<file path="src/rtl/router_pkg.sv">
// Shared definitions for the router input-port packet source.
package router_pkg;

    localparam int ADDR_W_DEF   = 2;
    localparam int LEN_W_DEF    = 6;
    localparam int ERR_WAIT_DEF = 3;

    // Header byte layout: {len, addr}, addr in the low bits.
    localparam int HDR_ADDR_LSB = 0;
    localparam int HDR_LEN_LSB  = ADDR_W_DEF;

    typedef enum logic [5:0] {
        S_IDLE     = 6'b000001,
        S_FILL     = 6'b000010,
        S_HEADER   = 6'b000100,
        S_PAYLOAD  = 6'b001000,
        S_PARITY   = 6'b010000,
        S_WAIT_ERR = 6'b100000
    } tx_state_t;

endpackage

</file>
<file path="src/rtl/router_tx_buf.sv">
// Payload buffer: one synchronous write port, one combinational read port.
module router_tx_buf #(
    parameter int LEN_W = 6
) (
    input  logic             clock,
    input  logic             wr_en,
    input  logic [LEN_W-1:0] wr_addr,
    input  logic [7:0]       wr_data,
    input  logic [LEN_W-1:0] rd_addr,
    output logic [7:0]       rd_data
);

    logic [7:0] mem_q [2**LEN_W];

    always_ff @(posedge clock) begin
        if (wr_en) begin
            mem_q[wr_addr] <= wr_data;
        end
    end

    assign rd_data = mem_q[rd_addr];

endmodule

</file>
<file path="src/rtl/router_pkt_tx.sv">
// Buffers one host packet and serialises header, payload and parity to the router.
module router_pkt_tx
    import router_pkg::*;
#(
    parameter int ADDR_W   = ADDR_W_DEF,
    parameter int LEN_W    = LEN_W_DEF,
    parameter int ERR_WAIT = ERR_WAIT_DEF
) (
    input  logic              clock,
    input  logic              resetn,
    input  logic              req_valid,
    output logic              req_ready,
    input  logic [ADDR_W-1:0] req_addr,
    input  logic [LEN_W-1:0]  req_len,
    input  logic              pl_valid,
    output logic              pl_ready,
    input  logic [7:0]        pl_data,
    input  logic              busy,
    input  logic              err,
    output logic              pkt_valid,
    output logic [7:0]        data_out,
    output logic              done,
    output logic              err_flag,
    output logic              drop
);

    localparam int WC_W = (ERR_WAIT > 1) ? $clog2(ERR_WAIT) : 1;

    tx_state_t         state_q, state_d;
    logic [ADDR_W-1:0] addr_q, addr_d;
    logic [LEN_W-1:0]  len_q, len_d;
    logic [LEN_W-1:0]  cnt_q, cnt_d;
    logic [LEN_W-1:0]  idx_q, idx_d;
    logic [WC_W-1:0]   wcnt_q, wcnt_d;
    logic [7:0]        par_q, par_d;
    logic              req_ready_q, req_ready_d;
    logic              pl_ready_q, pl_ready_d;
    logic              pkt_valid_q, pkt_valid_d;
    logic [7:0]        data_out_q, data_out_d;
    logic              done_q, done_d;
    logic              err_flag_q, err_flag_d;
    logic              drop_q, drop_d;

    logic              wr_en;
    logic [LEN_W-1:0]  rd_idx;
    logic [7:0]        rd_data;
    logic [LEN_W-1:0]  last_idx;

    assign last_idx = len_q - LEN_W'(1);

    // Read address is the byte that goes out after the current one is accepted.
    assign rd_idx = (state_q == S_HEADER) ? '0 : idx_q + LEN_W'(1);

    router_tx_buf #(
        .LEN_W (LEN_W)
    ) u_buf (
        .clock   (clock),
        .wr_en   (wr_en),
        .wr_addr (cnt_q),
        .wr_data (pl_data),
        .rd_addr (rd_idx),
        .rd_data (rd_data)
    );

    always_comb begin
        state_d     = state_q;
        addr_d      = addr_q;
        len_d       = len_q;
        cnt_d       = cnt_q;
        idx_d       = idx_q;
        wcnt_d      = wcnt_q;
        par_d       = par_q;
        req_ready_d = req_ready_q;
        pl_ready_d  = pl_ready_q;
        pkt_valid_d = pkt_valid_q;
        data_out_d  = data_out_q;
        done_d      = 1'b0;
        err_flag_d  = err_flag_q;
        drop_d      = drop_q;
        wr_en       = 1'b0;

        unique case (state_q)
            S_IDLE: begin
                if (req_valid) begin
                    addr_d = req_addr;
                    len_d  = req_len;
                    par_d  = 8'({req_len, req_addr});
                    cnt_d  = '0;
                    if (req_len == '0) begin
                        done_d = 1'b1;
                        drop_d = 1'b1;
                    end else begin
                        state_d     = S_FILL;
                        req_ready_d = 1'b0;
                        pl_ready_d  = 1'b1;
                    end
                end
            end
            S_FILL: begin
                if (pl_valid && pl_ready_q) begin
                    wr_en = 1'b1;
                    par_d = par_q ^ pl_data;
                    cnt_d = cnt_q + LEN_W'(1);
                    if (cnt_q == last_idx) begin
                        state_d     = S_HEADER;
                        pl_ready_d  = 1'b0;
                        pkt_valid_d = 1'b1;
                        data_out_d  = 8'({len_q, addr_q});
                    end
                end
            end
            S_HEADER: begin
                if (!busy) begin
                    state_d    = S_PAYLOAD;
                    idx_d      = '0;
                    data_out_d = rd_data;
                end
            end
            S_PAYLOAD: begin
                if (!busy) begin
                    if (idx_q == last_idx) begin
                        state_d     = S_PARITY;
                        pkt_valid_d = 1'b0;
                        data_out_d  = par_q;
                    end else begin
                        idx_d      = idx_q + LEN_W'(1);
                        data_out_d = rd_data;
                    end
                end
            end
            S_PARITY: begin
                if (!busy) begin
                    state_d    = S_WAIT_ERR;
                    wcnt_d     = '0;
                    data_out_d = '0;
                end
            end
            S_WAIT_ERR: begin
                wcnt_d = wcnt_q + WC_W'(1);
                if (wcnt_q == WC_W'(ERR_WAIT - 1)) begin
                    state_d     = S_IDLE;
                    done_d      = 1'b1;
                    err_flag_d  = err;
                    drop_d      = 1'b0;
                    req_ready_d = 1'b1;
                end
            end
            default: begin
                state_d     = S_IDLE;
                req_ready_d = 1'b1;
                pl_ready_d  = 1'b0;
                pkt_valid_d = 1'b0;
                data_out_d  = '0;
            end
        endcase
    end

    always_ff @(posedge clock) begin
        if (!resetn) begin
            state_q     <= S_IDLE;
            addr_q      <= '0;
            len_q       <= '0;
            cnt_q       <= '0;
            idx_q       <= '0;
            wcnt_q      <= '0;
            par_q       <= '0;
            req_ready_q <= 1'b1;
            pl_ready_q  <= 1'b0;
            pkt_valid_q <= 1'b0;
            data_out_q  <= '0;
            done_q      <= 1'b0;
            err_flag_q  <= 1'b0;
            drop_q      <= 1'b0;
        end else begin
            state_q     <= state_d;
            addr_q      <= addr_d;
            len_q       <= len_d;
            cnt_q       <= cnt_d;
            idx_q       <= idx_d;
            wcnt_q      <= wcnt_d;
            par_q       <= par_d;
            req_ready_q <= req_ready_d;
            pl_ready_q  <= pl_ready_d;
            pkt_valid_q <= pkt_valid_d;
            data_out_q  <= data_out_d;
            done_q      <= done_d;
            err_flag_q  <= err_flag_d;
            drop_q      <= drop_d;
        end
    end

    assign req_ready = req_ready_q;
    assign pl_ready  = pl_ready_q;
    assign pkt_valid = pkt_valid_q;
    assign data_out  = data_out_q;
    assign done      = done_q;
    assign err_flag  = err_flag_q;
    assign drop      = drop_q;

endmodule
</file>
<file path="config.mk">
export PLATFORM = sky130hd
export DESIGN_NAME = router_pkt_tx
export DESIGN_NICKNAME = d
export VERILOG_FILES = /design/src/rtl/router_pkg.sv /design/src/rtl/router_tx_buf.sv /design/src/rtl/router_pkt_tx.sv
export SDC_FILE = /design/constraint.sdc
export NUM_CORES = 1
export LEC_CHECK = 0
export BUFFER_PORTS_ARGS = -buffer_cell sky130_fd_sc_hd__buf_2
export CAP_MARGIN = 20
export CORE_ASPECT_RATIO = 1.4
export CORE_MARGIN = 2
export CORE_UTILIZATION = 40
export CTS_CLUSTER_DIAMETER = 40
export CTS_CLUSTER_SIZE = 30
export DETAILED_ROUTE_END_ITERATION = 7
export PLACE_DENSITY = 0.55
export REMOVE_ABC_BUFFERS = 1
export SYNTH_ARGS = -nofsm -noshare
export SYNTH_HDL_FRONTEND = slang
export SYNTH_SLANG_ARGS = --single-unit
</file>
<file path="constraint.sdc">
create_clock -name clock -period 3 [get_ports clock]
set_input_delay 0.6 -clock clock [delete_from_list [all_inputs] [get_ports clock]]
set_output_delay 0.6 -clock clock [all_outputs]
set_load 0.005 [all_outputs]
</file>
==> impl_metrics.csv <==
group,metric,value,unit
logic_synthesis,netlist_area,23700,sq um
sta,hold_violations,0,
setup_path,crit_fanout,6,
hold_path,min_path_type,"input pin to flip-flop",
clock_tree,clk_latency,0.59,ns
setup_path,worstPathArrival,3.49,ns
clock_tree,cts_buffers,50,
logic_synthesis,synth.distinct_cells,86,
logic_synthesis,syn_inst,1721,
placement,gp_congestion,0.976,
logic_synthesis,yosysMostFrequentCell,"edfxtp_1",
placement,place_area,26600,sq um
placement,dpl.cell_count,2644,
power,power_per_cell_area,592,nW/um^2
drt,vias,16300,
global_route,grt_pass1_wl,113000,um
drt,first_pass_iters,5,
setup_path,worstSetupPathType,"flip-flop to flip-flop",
drt,drtIter0Drc,1809,
floorplanning,coreArea,58600,sq um
logic_synthesis,ys_top_cells_by_count,"edfxtp_1 (512), nor2_1 (180), nand2_1 (143)",
setup_path,crit_slowest_cell,"or4b_1",
sta,rsz0062_at_grt,"true",
sta,fin_hold_ws,0.279,ns
floorplanning,chipHeight,292,um
cells_and_area,nNetsFinal,1987,
cells_and_area,fin_cells,2750,
sta,setup_viol,0,
sta,fin_crit_sh,99.0,%
sta,tightest_slew,0.783,ns
global_route,grt_util_all_layers,25.4,%
logic_synthesis,synth_top_area_share,65.0,%
global_route,first_global_vias,16100,
sta,max_freq,337,MHz
logic_synthesis,yosys_warnings,0,
power,power.leakage,9.52,nW
setup_path,critPathCaptureType,"flip-flop",
clock_tree,clockRootBuffer,"clkbuf_16",
cells_and_area,post-route-util,48.8,%
cells_and_area,n_antenna_cell,0,
cells_and_area,drive_gt1_share,24.3,%
global_route,grt_start_max_net_pins,53,
floorplanning,boundaryPins,36,
logic_synthesis,yosys.area.top_type,"edfxtp_1",
drt,drc,0,
placement,port-buffer-count,35,
sta,max_slew_margin,47.8,%
run_status,status,"complete, no violations",
clock_tree,htree_levels,2,
placement,place.detailed.hpwl,53800,um
logic_synthesis,synthArstFlopShare,0,%
global_route,grt_overflow,0,
cells_and_area,syn_to_final_growth,20.9,%
setup_path,cp.required,3.52,ns
drt,detail-route-antenna-nets,0,
flow_run,maxCapViolations,0,
drt,wl_per_cell,28.6,um
clock_tree,ctsHoldBuffers,0,
logic_synthesis,synth_edf_count,512,
sta,min_period,2.97,ns
power,ir_drop,0.000347,V
logic_synthesis,synth_ff_type,"edfxtp_1",
floorplanning,initial_core_util,40.4,%
logic_synthesis,ys_ff_latch,562,
setup_path,path_cells,"or4b_1 > buf_4 > o21ai_2 > buf_4 > o21ai_1 > a221oi_2 > a211oi_1 > buf_4 > o32a_1 > o31a_1 > o21ai_1",
cells_and_area,design_area,28600,sq um
logic_synthesis,seq_area_frac_synth,69.2,%
clock_tree,path_clk_slew,0.08,ns
global_route,grt_antenna_before_repair,1,
clock_tree,cts.sinks,562,
clock_tree,cts_tree,"yes",
setup_path,max_stage_delay,0.55,ns
floorplanning,dieArea,61200,sq um
logic_synthesis,avgSynthCellArea,13.8,sq um
setup_path,reg2reg_slack,0.03,ns
drt,post_drt_via_cell_ratio,5.93,
setup_path,start_kind,"flip-flop",
logic_synthesis,yosys-top-cells-area,"edfxtp_1 (65%), dfxtp_1 (4.2%), nor2_1 (2.9%)",
sta,report.final.slew_viol_count,0,
sta,clock_skew,0.0197,ns
floorplanning,die_w,210,um
setup_path,cpMostUsedCell,"buf_4",
floorplanning,rows,105,
clock_tree,clock_path_buffers,3,
drt,routed_wl,78600,um
worst max-delay path, delay by kind of cell, from the launching register on:
family,cells,cell delay [ns]
buffers and inverters,3,0.57
AOI/OAI and AO/OA,7,1.44
DFF,1,0.34
and+or+nand+nor,1,0.55
flip-flops by register name (all words and copies together) (netlist names):
register / cells
u_buf.mem_q: 512
data_out: 8
par_q: 8
cnt_q: 6
idx_q: 6
len_q: 6
state_q: 6
addr_q: 2
wcnt_q: 2
done: 1
drop: 1
err_flag: 1
pkt_valid: 1
pl_ready: 1
req_ready: 1
logic make-up after synthesis:
kind of cell | count (synthesis) | synth area share (%)
buffers and inverters | 130 | 2.46
adders and majority gates | 4 | 0.211
AOI/OAI and AO/OA | 407 | 11.6
muxes | 104 | 5.93
and+or+nand+nor | 489 | 9.62
xor gates and xnor gates | 25 | 0.957
DFF | 562 | 69.2
metal layers:
metal  track usage [%]  part of all wire, %  vias to the layer above
met1              31.2                   38                     8186
met4              15.3                  7.0                        0
met3              2.93                  6.2                      196
li1                  -                    -                     7172
met2              43.0                   49                      740
met5                 0                    0                        -
area by class of cell:
cell class | instances | area [sq um]
Clock inverter | 39 | 455
Fill cell | 5102 | 30000
Sequential cell | 562 | 16400
Timing Repair Buffer | 308 | 2650
Inverter | 10 | 38.8
Tap cell | 749 | 937
Clock buffer | 53 | 1280
Multi-Input combinational cell | 1029 | 6870
stage by stage:
stage / TNS (ns) / setup slack, ns / power, mW
2_1_floorplan: -87.86 / -8.46 / 9.57
3_3_place_gp: -0.498 / -0.173 / 10.2
3_5_place_dp: -0.387 / -0.173 / 10.2
4_1_cts: 0 / 0.00990 / 16.9
5_1_grt: -0.0392 / -0.0167 / 17.4
6_report: 0 / 0.0311 / 16.9
path summary, 6_finish.rpt:
| check | start | endpoint | depth (start not counted) |
|---|---|---|---|
| worst max register to register | state_q[3] | data_out[4] | 11 |
| worst max-delay path | state_q[3] | data_out[4] | 11 |
| worst min-delay path | err | err_flag | 3 |
| worst min register to register | err_flag | err_flag | 2 |
layout by cell type, fill, tap and decap left out, drive strengths merged, types with 10 or more instances in the layout:
master / instances
xnor2: 12
mux2i: 66
o22ai: 19
o311ai: 11
a31oi: 15
inv: 24
mux2: 10
nor2: 182
o21ai: 79
a21oi: 111
dfxtp: 50
a211oi: 33
edfxtp: 512
nand2: 143
or3: 13
o211ai: 14
nand3: 45
buf: 306
xor2: 13
mux4: 28
a221oi: 17
nor3: 21
and3: 12
o221ai: 10
clkinv: 17
clkbuf: 55
nand4: 10
power by group:
| part | switching, mW | total, mW | internal, mW |
|---|---|---|---|
| clock | 3.25 | 6.79 | 3.54 |
| combinational | 0.917 | 1.44 | 0.521 |
| sequential | 0.0949 | 8.71 | 8.61 |
timing repair:
action | CTS | global route
cloned | 0 | 2
resized for setup | 8 | 29
hold endpoints to repair | 0 | 0
pin swaps | 0 | 7
setup buffers | 0 | 12
setup endpoints to repair | 5 | 8
Power figures use the tool's default switching activity.
